File: src/rtl/fpga_cfg_pkg.sv
// Shared constants and types for the tile configuration loader.
package fpga_cfg_pkg;

    // Configuration word size and the field layout inside it.
    localparam int TILE_BITS = 77;
    localparam int CLB_MSB   = 76;
    localparam int CLB_LSB   = 54;
    localparam int CBL_LSB   = 36;
    localparam int CTR_LSB   = 18;
    localparam int SB_LSB    = 0;

    // Preamble that precedes the tile frames in the bitstream.
    localparam logic [7:0] SYNC_WORD_DEFAULT = 8'hA5;

    // Loader FSM states; explicit encodings keep the values stable.
    typedef enum logic [2:0] {
        ST_IDLE  = 3'd0,
        ST_SYNC  = 3'd1,
        ST_LOAD  = 3'd2,
        ST_WRITE = 3'd3,
        ST_DONE  = 3'd4,
        ST_ERROR = 3'd5
    } cfg_state_t;

endpackage

File: src/rtl/cfg_sync_detect.sv
// Sync-word search: 8-bit sliding window plus a bounded bit counter.
// match_o/timeout_o look ahead at the window/count that the current shift
// would produce, so the loader can change state on the same transfer.
module cfg_sync_detect #(
    parameter logic [7:0] SYNC_WORD    = fpga_cfg_pkg::SYNC_WORD_DEFAULT,
    parameter int         SYNC_TIMEOUT = 64
) (
    input  logic clk,
    input  logic rst,
    input  logic clear_i,
    input  logic shift_i,
    input  logic data_i,
    output logic match_o,
    output logic timeout_o
);
    import fpga_cfg_pkg::*;

    localparam int CW = $clog2(SYNC_TIMEOUT + 1);

    logic [7:0]    window_q, window_d;
    logic [CW-1:0] cnt_q, cnt_d;

    // Window and count after the incoming bit, and the flags derived from them.
    always_comb begin
        window_d  = {window_q[6:0], data_i};
        cnt_d     = cnt_q + CW'(1);
        match_o   = shift_i && (window_d == SYNC_WORD);
        timeout_o = shift_i && (cnt_d == CW'(SYNC_TIMEOUT));
    end

    // Window/counter registers: cleared on a new load, advanced per accepted bit.
    always_ff @(posedge clk or posedge rst) begin
        if (rst) begin
            window_q <= 8'h00;
            cnt_q    <= '0;
        end else if (clear_i) begin
            window_q <= 8'h00;
            cnt_q    <= '0;
        end else if (shift_i) begin
            window_q <= window_d;
            cnt_q    <= cnt_d;
        end
    end

endmodule

File: src/rtl/tile_cfg_loader.sv
// Serial configuration front end: finds the sync word, shifts in one
// TILE_BITS frame per tile (MSB first) and strobes that tile's wr_en for one
// cycle while the frame is held on the shared bits bus.
// Handshake: a bit transfers on a rising clk edge where ser_valid_i and
// ser_ready_o are both high; ser_ready_o depends only on state, never on valid.
module tile_cfg_loader #(
    parameter int         NUM_TILES    = 4,
    parameter int         TILE_BITS    = fpga_cfg_pkg::TILE_BITS,
    parameter logic [7:0] SYNC_WORD    = fpga_cfg_pkg::SYNC_WORD_DEFAULT,
    parameter int         SYNC_TIMEOUT = 64
) (
    input  logic                 clk,
    input  logic                 rst,
    input  logic                 start_i,
    input  logic                 ser_data_i,
    input  logic                 ser_valid_i,
    output logic                 ser_ready_o,
    output logic [TILE_BITS-1:0] bits_o,
    output logic [NUM_TILES-1:0] wr_en_o,
    output logic                 busy_o,
    output logic                 done_o,
    output logic                 err_o
);
    import fpga_cfg_pkg::*;

    localparam int BCW = $clog2(TILE_BITS);
    localparam int TW  = (NUM_TILES > 1) ? $clog2(NUM_TILES) : 1;

    cfg_state_t           state_q, state_d;
    logic [TILE_BITS-1:0] bits_q, bits_d;
    logic [BCW-1:0]       bit_cnt_q, bit_cnt_d;
    logic [TW-1:0]        tile_idx_q, tile_idx_d;

    logic xfer;
    logic start_ok;
    logic sync_shift;
    logic sync_match;
    logic sync_timeout;

    assign ser_ready_o = (state_q == ST_SYNC) || (state_q == ST_LOAD);
    assign xfer        = ser_valid_i && ser_ready_o;
    assign start_ok    = start_i && ((state_q == ST_IDLE) || (state_q == ST_DONE) ||
                                     (state_q == ST_ERROR));
    assign sync_shift  = xfer && (state_q == ST_SYNC);

    cfg_sync_detect #(
        .SYNC_WORD   (SYNC_WORD),
        .SYNC_TIMEOUT(SYNC_TIMEOUT)
    ) u_sync (
        .clk      (clk),
        .rst      (rst),
        .clear_i  (start_ok),
        .shift_i  (sync_shift),
        .data_i   (ser_data_i),
        .match_o  (sync_match),
        .timeout_o(sync_timeout)
    );

    // Next-state logic for the FSM, frame shifter and counters.
    always_comb begin
        state_d    = state_q;
        bits_d     = bits_q;
        bit_cnt_d  = bit_cnt_q;
        tile_idx_d = tile_idx_q;
        case (state_q)
            ST_IDLE, ST_DONE, ST_ERROR: begin
                if (start_ok) begin
                    state_d    = ST_SYNC;
                    bit_cnt_d  = '0;
                    tile_idx_d = '0;
                end
            end
            ST_SYNC: begin
                if (sync_match) begin
                    state_d = ST_LOAD;
                end else if (sync_timeout) begin
                    state_d = ST_ERROR;
                end
            end
            ST_LOAD: begin
                if (xfer) begin
                    bits_d = {bits_q[TILE_BITS-2:0], ser_data_i};
                    if (bit_cnt_q == BCW'(TILE_BITS - 1)) begin
                        bit_cnt_d = '0;
                        state_d   = ST_WRITE;
                    end else begin
                        bit_cnt_d = bit_cnt_q + BCW'(1);
                    end
                end
            end
            ST_WRITE: begin
                if (tile_idx_q == TW'(NUM_TILES - 1)) begin
                    state_d = ST_DONE;
                end else begin
                    tile_idx_d = tile_idx_q + TW'(1);
                    state_d    = ST_LOAD;
                end
            end
            default: state_d = ST_IDLE;
        endcase
    end

    // State and datapath registers.
    always_ff @(posedge clk or posedge rst) begin
        if (rst) begin
            state_q    <= ST_IDLE;
            bits_q     <= '0;
            bit_cnt_q  <= '0;
            tile_idx_q <= '0;
        end else begin
            state_q    <= state_d;
            bits_q     <= bits_d;
            bit_cnt_q  <= bit_cnt_d;
            tile_idx_q <= tile_idx_d;
        end
    end

    // Strobe decoded from state so reset removes it without waiting for a clock.
    always_comb begin
        wr_en_o = '0;
        if (state_q == ST_WRITE) begin
            wr_en_o[tile_idx_q] = 1'b1;
        end
    end

    assign bits_o = bits_q;
    assign busy_o = (state_q == ST_SYNC) || (state_q == ST_LOAD) || (state_q == ST_WRITE);
    assign done_o = (state_q == ST_DONE);
    assign err_o  = (state_q == ST_ERROR);

endmodule

File: config.mk
export PLATFORM = sky130hd
export DESIGN_NAME = tile_cfg_loader
export DESIGN_NICKNAME = d
export VERILOG_FILES = /design/src/rtl/fpga_cfg_pkg.sv /design/src/rtl/cfg_sync_detect.sv /design/src/rtl/tile_cfg_loader.sv
export SDC_FILE = /design/constraint.sdc
export NUM_CORES = 1
export LEC_CHECK = 0
export ABC_AREA = 1
export ABC_CLOCK_PERIOD_IN_PS = 3500
export BUFFER_PORTS_ARGS = -buffer_cell sky130_fd_sc_hd__buf_2
export CAP_MARGIN = 40
export CORE_ASPECT_RATIO = 0.5
export CORE_UTILIZATION = 49
export DETAILED_ROUTE_END_ITERATION = 10
export GPL_TIMING_DRIVEN = 1
export PLACE_DENSITY = 0.75
export REMOVE_ABC_BUFFERS = 1
export SLEW_MARGIN = 25
export SYNTH_ARGS = -nofsm -noshare
export SYNTH_HDL_FRONTEND = slang
export SYNTH_SLANG_ARGS = --single-unit
File: constraint.sdc
create_clock -name clk -period 3.5 [get_ports clk]
set_input_delay 0.7 -clock clk [delete_from_list [all_inputs] [get_ports clk]]
set_output_delay 0.7 -clock clk [all_outputs]
set_load 0.05 [all_outputs]
Word-level counts from Yosys, hierarchy flattened. Cells that the tools add are included.

$add $sub $neg: 3. Magnitude comparators: 2. Equality and inequality tests: 14. Mux-type cells: 21. Reductions and logical operators: 19.

Operators by type and width (number): 2-to-1 mux 7 bit (7); 2-to-1 mux 3 bit (6); adder 7 x 1 -> 7 bit (second input constant) (2); equality test 7 bit (second input constant) (2); case mux 7 bit (2 select lines) (1); case mux 3 bit (4 select lines) (1); equality test 8 bit (second input constant) (1); equality test 3 x 2 -> 1 bit (second input constant) (2); equality test 3 bit (second input constant) (2); logical AND 1 bit (6); != test 2 bit (second input constant) (3); AND reduction 3 bit (2); nonzero test 2 bit (3); logical OR 1 bit (4); 2-to-1 mux 2 bit (2); 2-to-1 mux 4 bit (1); case mux 2 bit (2 select lines) (1); AND reduction 4 bit (1); equality test 3 x 1 -> 1 bit (second input constant) (1); zero test 3 bit (1); < comparator 2 x 3 -> 1 bit (second input constant) (1); != test 3 bit (second input constant) (1); OR reduction 3 bit (1); adder 2 x 1 -> 2 bit (second input constant) (1); other kinds (6) (6).

Register bits after elaboration: 103. Logic and storage cells: 65.

Logic depth before layout (Yosys ltp).
Word-level depth: 8. Depth in mapped cells: 12. Depth with buffers taken out: 12.

Hierarchy. Synthesis repeated with hierarchy kept, for this count alone.

Cell total of the unflattened synthesis: 540. Area, all modules: 4445.5 um^2.

Modules (own cells, without submodules): tile_cfg_loader (instances 1, cells each 452, area an instance 3734.8 um^2, seq. area each 2227.1 um^2); cfg_sync_detect (instances 1, cells each 88, area an instance 710.7 um^2, seq. area each 350.3 um^2).

Worst setup path after synthesis. No wires, ideal clock.

Kind: register to output. Start point: register state_q[1]. End point: output busy_o. Data arrival time: 1532 ps. Data required time: 2800 ps. Setup slack: 1268 ps. Stages on the path, launching flop included: 3. Path buffers: 0. Cell sequence: dfrtp_1 > inv_2 > o21ai_0.

Longest elaborated chain between the ends: 3. Elaborated cells on any way between the ends: 5. Classes of those cells: eq/ne: 3; reduce/logical: 2.

Ends and longest elaborated chain: start: declaration (line tile_cfg_loader.sv:29) `cfg_state_t state_q, state_d;`; start signal: assignment (line tile_cfg_loader.sv:111) `state_q <= state_d;`; equality test 3 x 1 -> 1 bit or equality test 3 x 2 -> 1 bit (tied branches) (line tile_cfg_loader.sv:127) `assign busy_o = (state_q == ST_SYNC) || (state_q == ST_LOAD) || (state_q == ST_WRITE);`; logical OR 1 bit (line tile_cfg_loader.sv:127); logical OR 1 bit (*) (line tile_cfg_loader.sv:127); end: declaration (line tile_cfg_loader.sv:20) `output logic busy_o,`.

Mark *: on every way between the ends. The rest lies on a longest branch, timed or not.

Worst setup path in the final report.
Start point: register state_q[1]. End point: output wr_en_o[3].

Longest elaborated chain between the ends: 2.

Ends and longest elaborated chain: equality test 3 x 2 -> 1 bit (line tile_cfg_loader.sv:121) `if (state_q == ST_WRITE) begin`; 2-to-1 mux 4 bit (line tile_cfg_loader.sv:121); end: declaration (line tile_cfg_loader.sv:19) `output logic [NUM_TILES-1:0] wr_en_o,`.

No other way between the ends.

==> reports/results.ini <==
[timing]
fmax_mhz=452
drv_slew=0
finalCritPeriodShare=0.632
skew_ns=0.00563
finalSetupTns_ns=0
fin_ws_ns=1.29
relSlewSlack=0.540
finalSetupViolCount=0
worst_pin_slew_ns=0.690
post-route-min-period_ns=2.21
rsz0062_at_grt=no
hold_violations=0

[status]
status=finished clean

[cts]
hold_buffers=0
post-cts-setup-buffers=0
htreeDepth=3
cts.clk_slew.worst_paths_ns=0.07
clock_path_buffers=2
post_cts_resized=0
cts_tree=yes
clockRootBuffer=clkbuf_16
clock_sinks=103
worst_skew_pair.late_latency_ns=0.34
cts_buffers=9

[drt]
drc=0
wl_per_cell_um=11.9
first_pass_iters=4
ant_nets=0
drt_iter0_markers=188
via_per_inst=4.82
wirelength_mm=8.07
dr_total_vias=3283

[logic_synthesis]
synth_sequential_area_ratio=0.588
synth_flop_cell=dfrtp_1
synthArstFlopShare=1.00
yosysMostFrequentCell=dfrtp_1
synth_edf_count=0
synth_seq_cells=103
synth_top_area_share=0.588
synthCells=478
synthTopCellsByArea=dfrtp_1 59%, nand2_1 6.7%, inv_1 5.7%, a21oi_1 4.7%, nor2_1 4.5%
synth.avg_cell_area_um2=9.18
yosys.area.top_type=dfrtp_1
synth.distinct_cells=26
synth_common_cells=103 x dfrtp_1, 78 x nand2_1, 67 x inv_1
yosys_warnings=0
syn-cell-area_um2=4390

[layout]
fin_nets=577
multi_input_comb_area_um2=1390
area_delta_synth_final_pct=18.7
diodes=0
n_fill_cell=714
layout-drive-gt1-share=0.227
seqCellArea_um2=2580

[critical_path]
crit_path_top_delay_cell=dfrtp_1
r2r-start=state_q[1]
cp.arrival_ns=1.51
path_buf_inv=2
r2r-end=bits_o[64]
reg2reg_slack_ns=1.54
crit_fanout=8
path_class=register to output port
crit_family=simple AND/OR/NAND/NOR gates
cpPeakStageDelay_ns=0.41
worstPathCellList=inv_2 > nor2_2 > nand2_1 > nor2_1 > buf_2
critPathLaunchType=register
r2r_cells=8
cp-end-kind=output port
required_ns=2.80

[grt]
met2_usage=0.307
grt_antenna_before_repair=0
grt_pass1_wl_mm=13.2
overflow=0
use_met1=0.236
grt.total_usage=0.186
grt_pass1_vias=2903
grt-busiest-layer=met2
met3_usage=0.0526
grt_max_degree=104

[floorplanning]
core_area_um2=8350
die-area_um2=9360
ioPinCount=90
start_util=0.526
die_y_um=68.9
fp-row-count=23
die_w_um=136

[job]
drv_cap=0

[place]
port_buffers=89
place_ws_ns=1.49
dp_hpwl_mm=5.58
gp_congestion=0.810

[min_path]
min-delay-path-class=input port to async pin

## registers in the layout, summed over array words and instances, names as in the netlist
signal / count
state_q: 3
tile_idx_q: 2
u_sync.window_q: 7
bits_o: 77
bit_cnt_q: 7
u_sync.cnt_q: 7
## cell families (layout without fill, tap and decap cells)
kind of cell / after synthesis / in the layout / share of synthesized area
adders and majority gates: 8 / 8 / 0.0228
buffers and inverters: 92 / 183 / 0.0961
DFF: 103 / 103 / 0.588
xor gates and xnor gates: 2 / 2 / 0.00399
and+or+nand+nor: 168 / 168 / 0.161
muxes: 2 / 2 / 0.00685
AOI/OAI and AO/OA: 103 / 103 / 0.122
## through the flow
step / instances / hold WS [ns] / util / cell area (um^2)
6_report: 681 / 0.448 / 0.624 / 5210
5_1_grt: 681 / 0.534 / 0.624 / 5210
4_1_cts: 681 / 0.511 / 0.624 / 5210
3_5_place_dp: 665 / 0.497 / 0.585 / 4880
3_3_place_gp: 665 / 0.489 / 0.585 / 4880
2_1_floorplan: 459 / 0.481 / - / 4240
## cell type report
type                    instances  area share
multi-input cells             283       0.266
clock inverters                 7      0.0197
flip-flops and latches        103       0.495
repair buffers                 94      0.0951
clock buffers                   9      0.0432
inverters                      73      0.0536
well taps                     112      0.0269
## worst min-delay path: cells and delay by family
kind / cells / cell delay [ns]
buffers and inverters: 3 / 0.53
## routing by layer
metal	routed length, um	up-vias	part of all wire
met5	0	-	0
met4	51	0	0.0063
met3	342	6	0.042
met2	3720	68	0.46
met1	3950	1512	0.49
li1	-	1697	-
## layout by cell type (no fill, tap or decap), types with 6 or more instances in the layout
| cell type | count |
|---|---|
| o22ai_1 | 8 |
| a21oi_1 | 41 |
| buf_2 | 89 |
| nand4_1 | 6 |
| ha_1 | 8 |
| o21ai_0 | 39 |
| clkbuf_16 | 9 |
| dfrtp_1 | 103 |
| inv_1 | 66 |
| o21ai_1 | 13 |
| nand2_1 | 78 |
| nand3_1 | 15 |
| nor3_1 | 7 |
| nor2_1 | 53 |
## how the worst max path moves through the flow
stage | startpoint | endpoint | cells after the start
floorplan | rst | bit_cnt_q[0] | 1
global placement | ser_valid_i | bits_o[35] | 5
detailed placement | ser_valid_i | bits_o[64] | 5
CTS | state_q[1] | wr_en_o[3] | 5
global route | state_q[1] | wr_en_o[3] | 5
finish | state_q[1] | wr_en_o[3] | 5
Power is not shown: default switching activity piles up to over one toggle a cycle in this logic, so the estimate is an artifact.
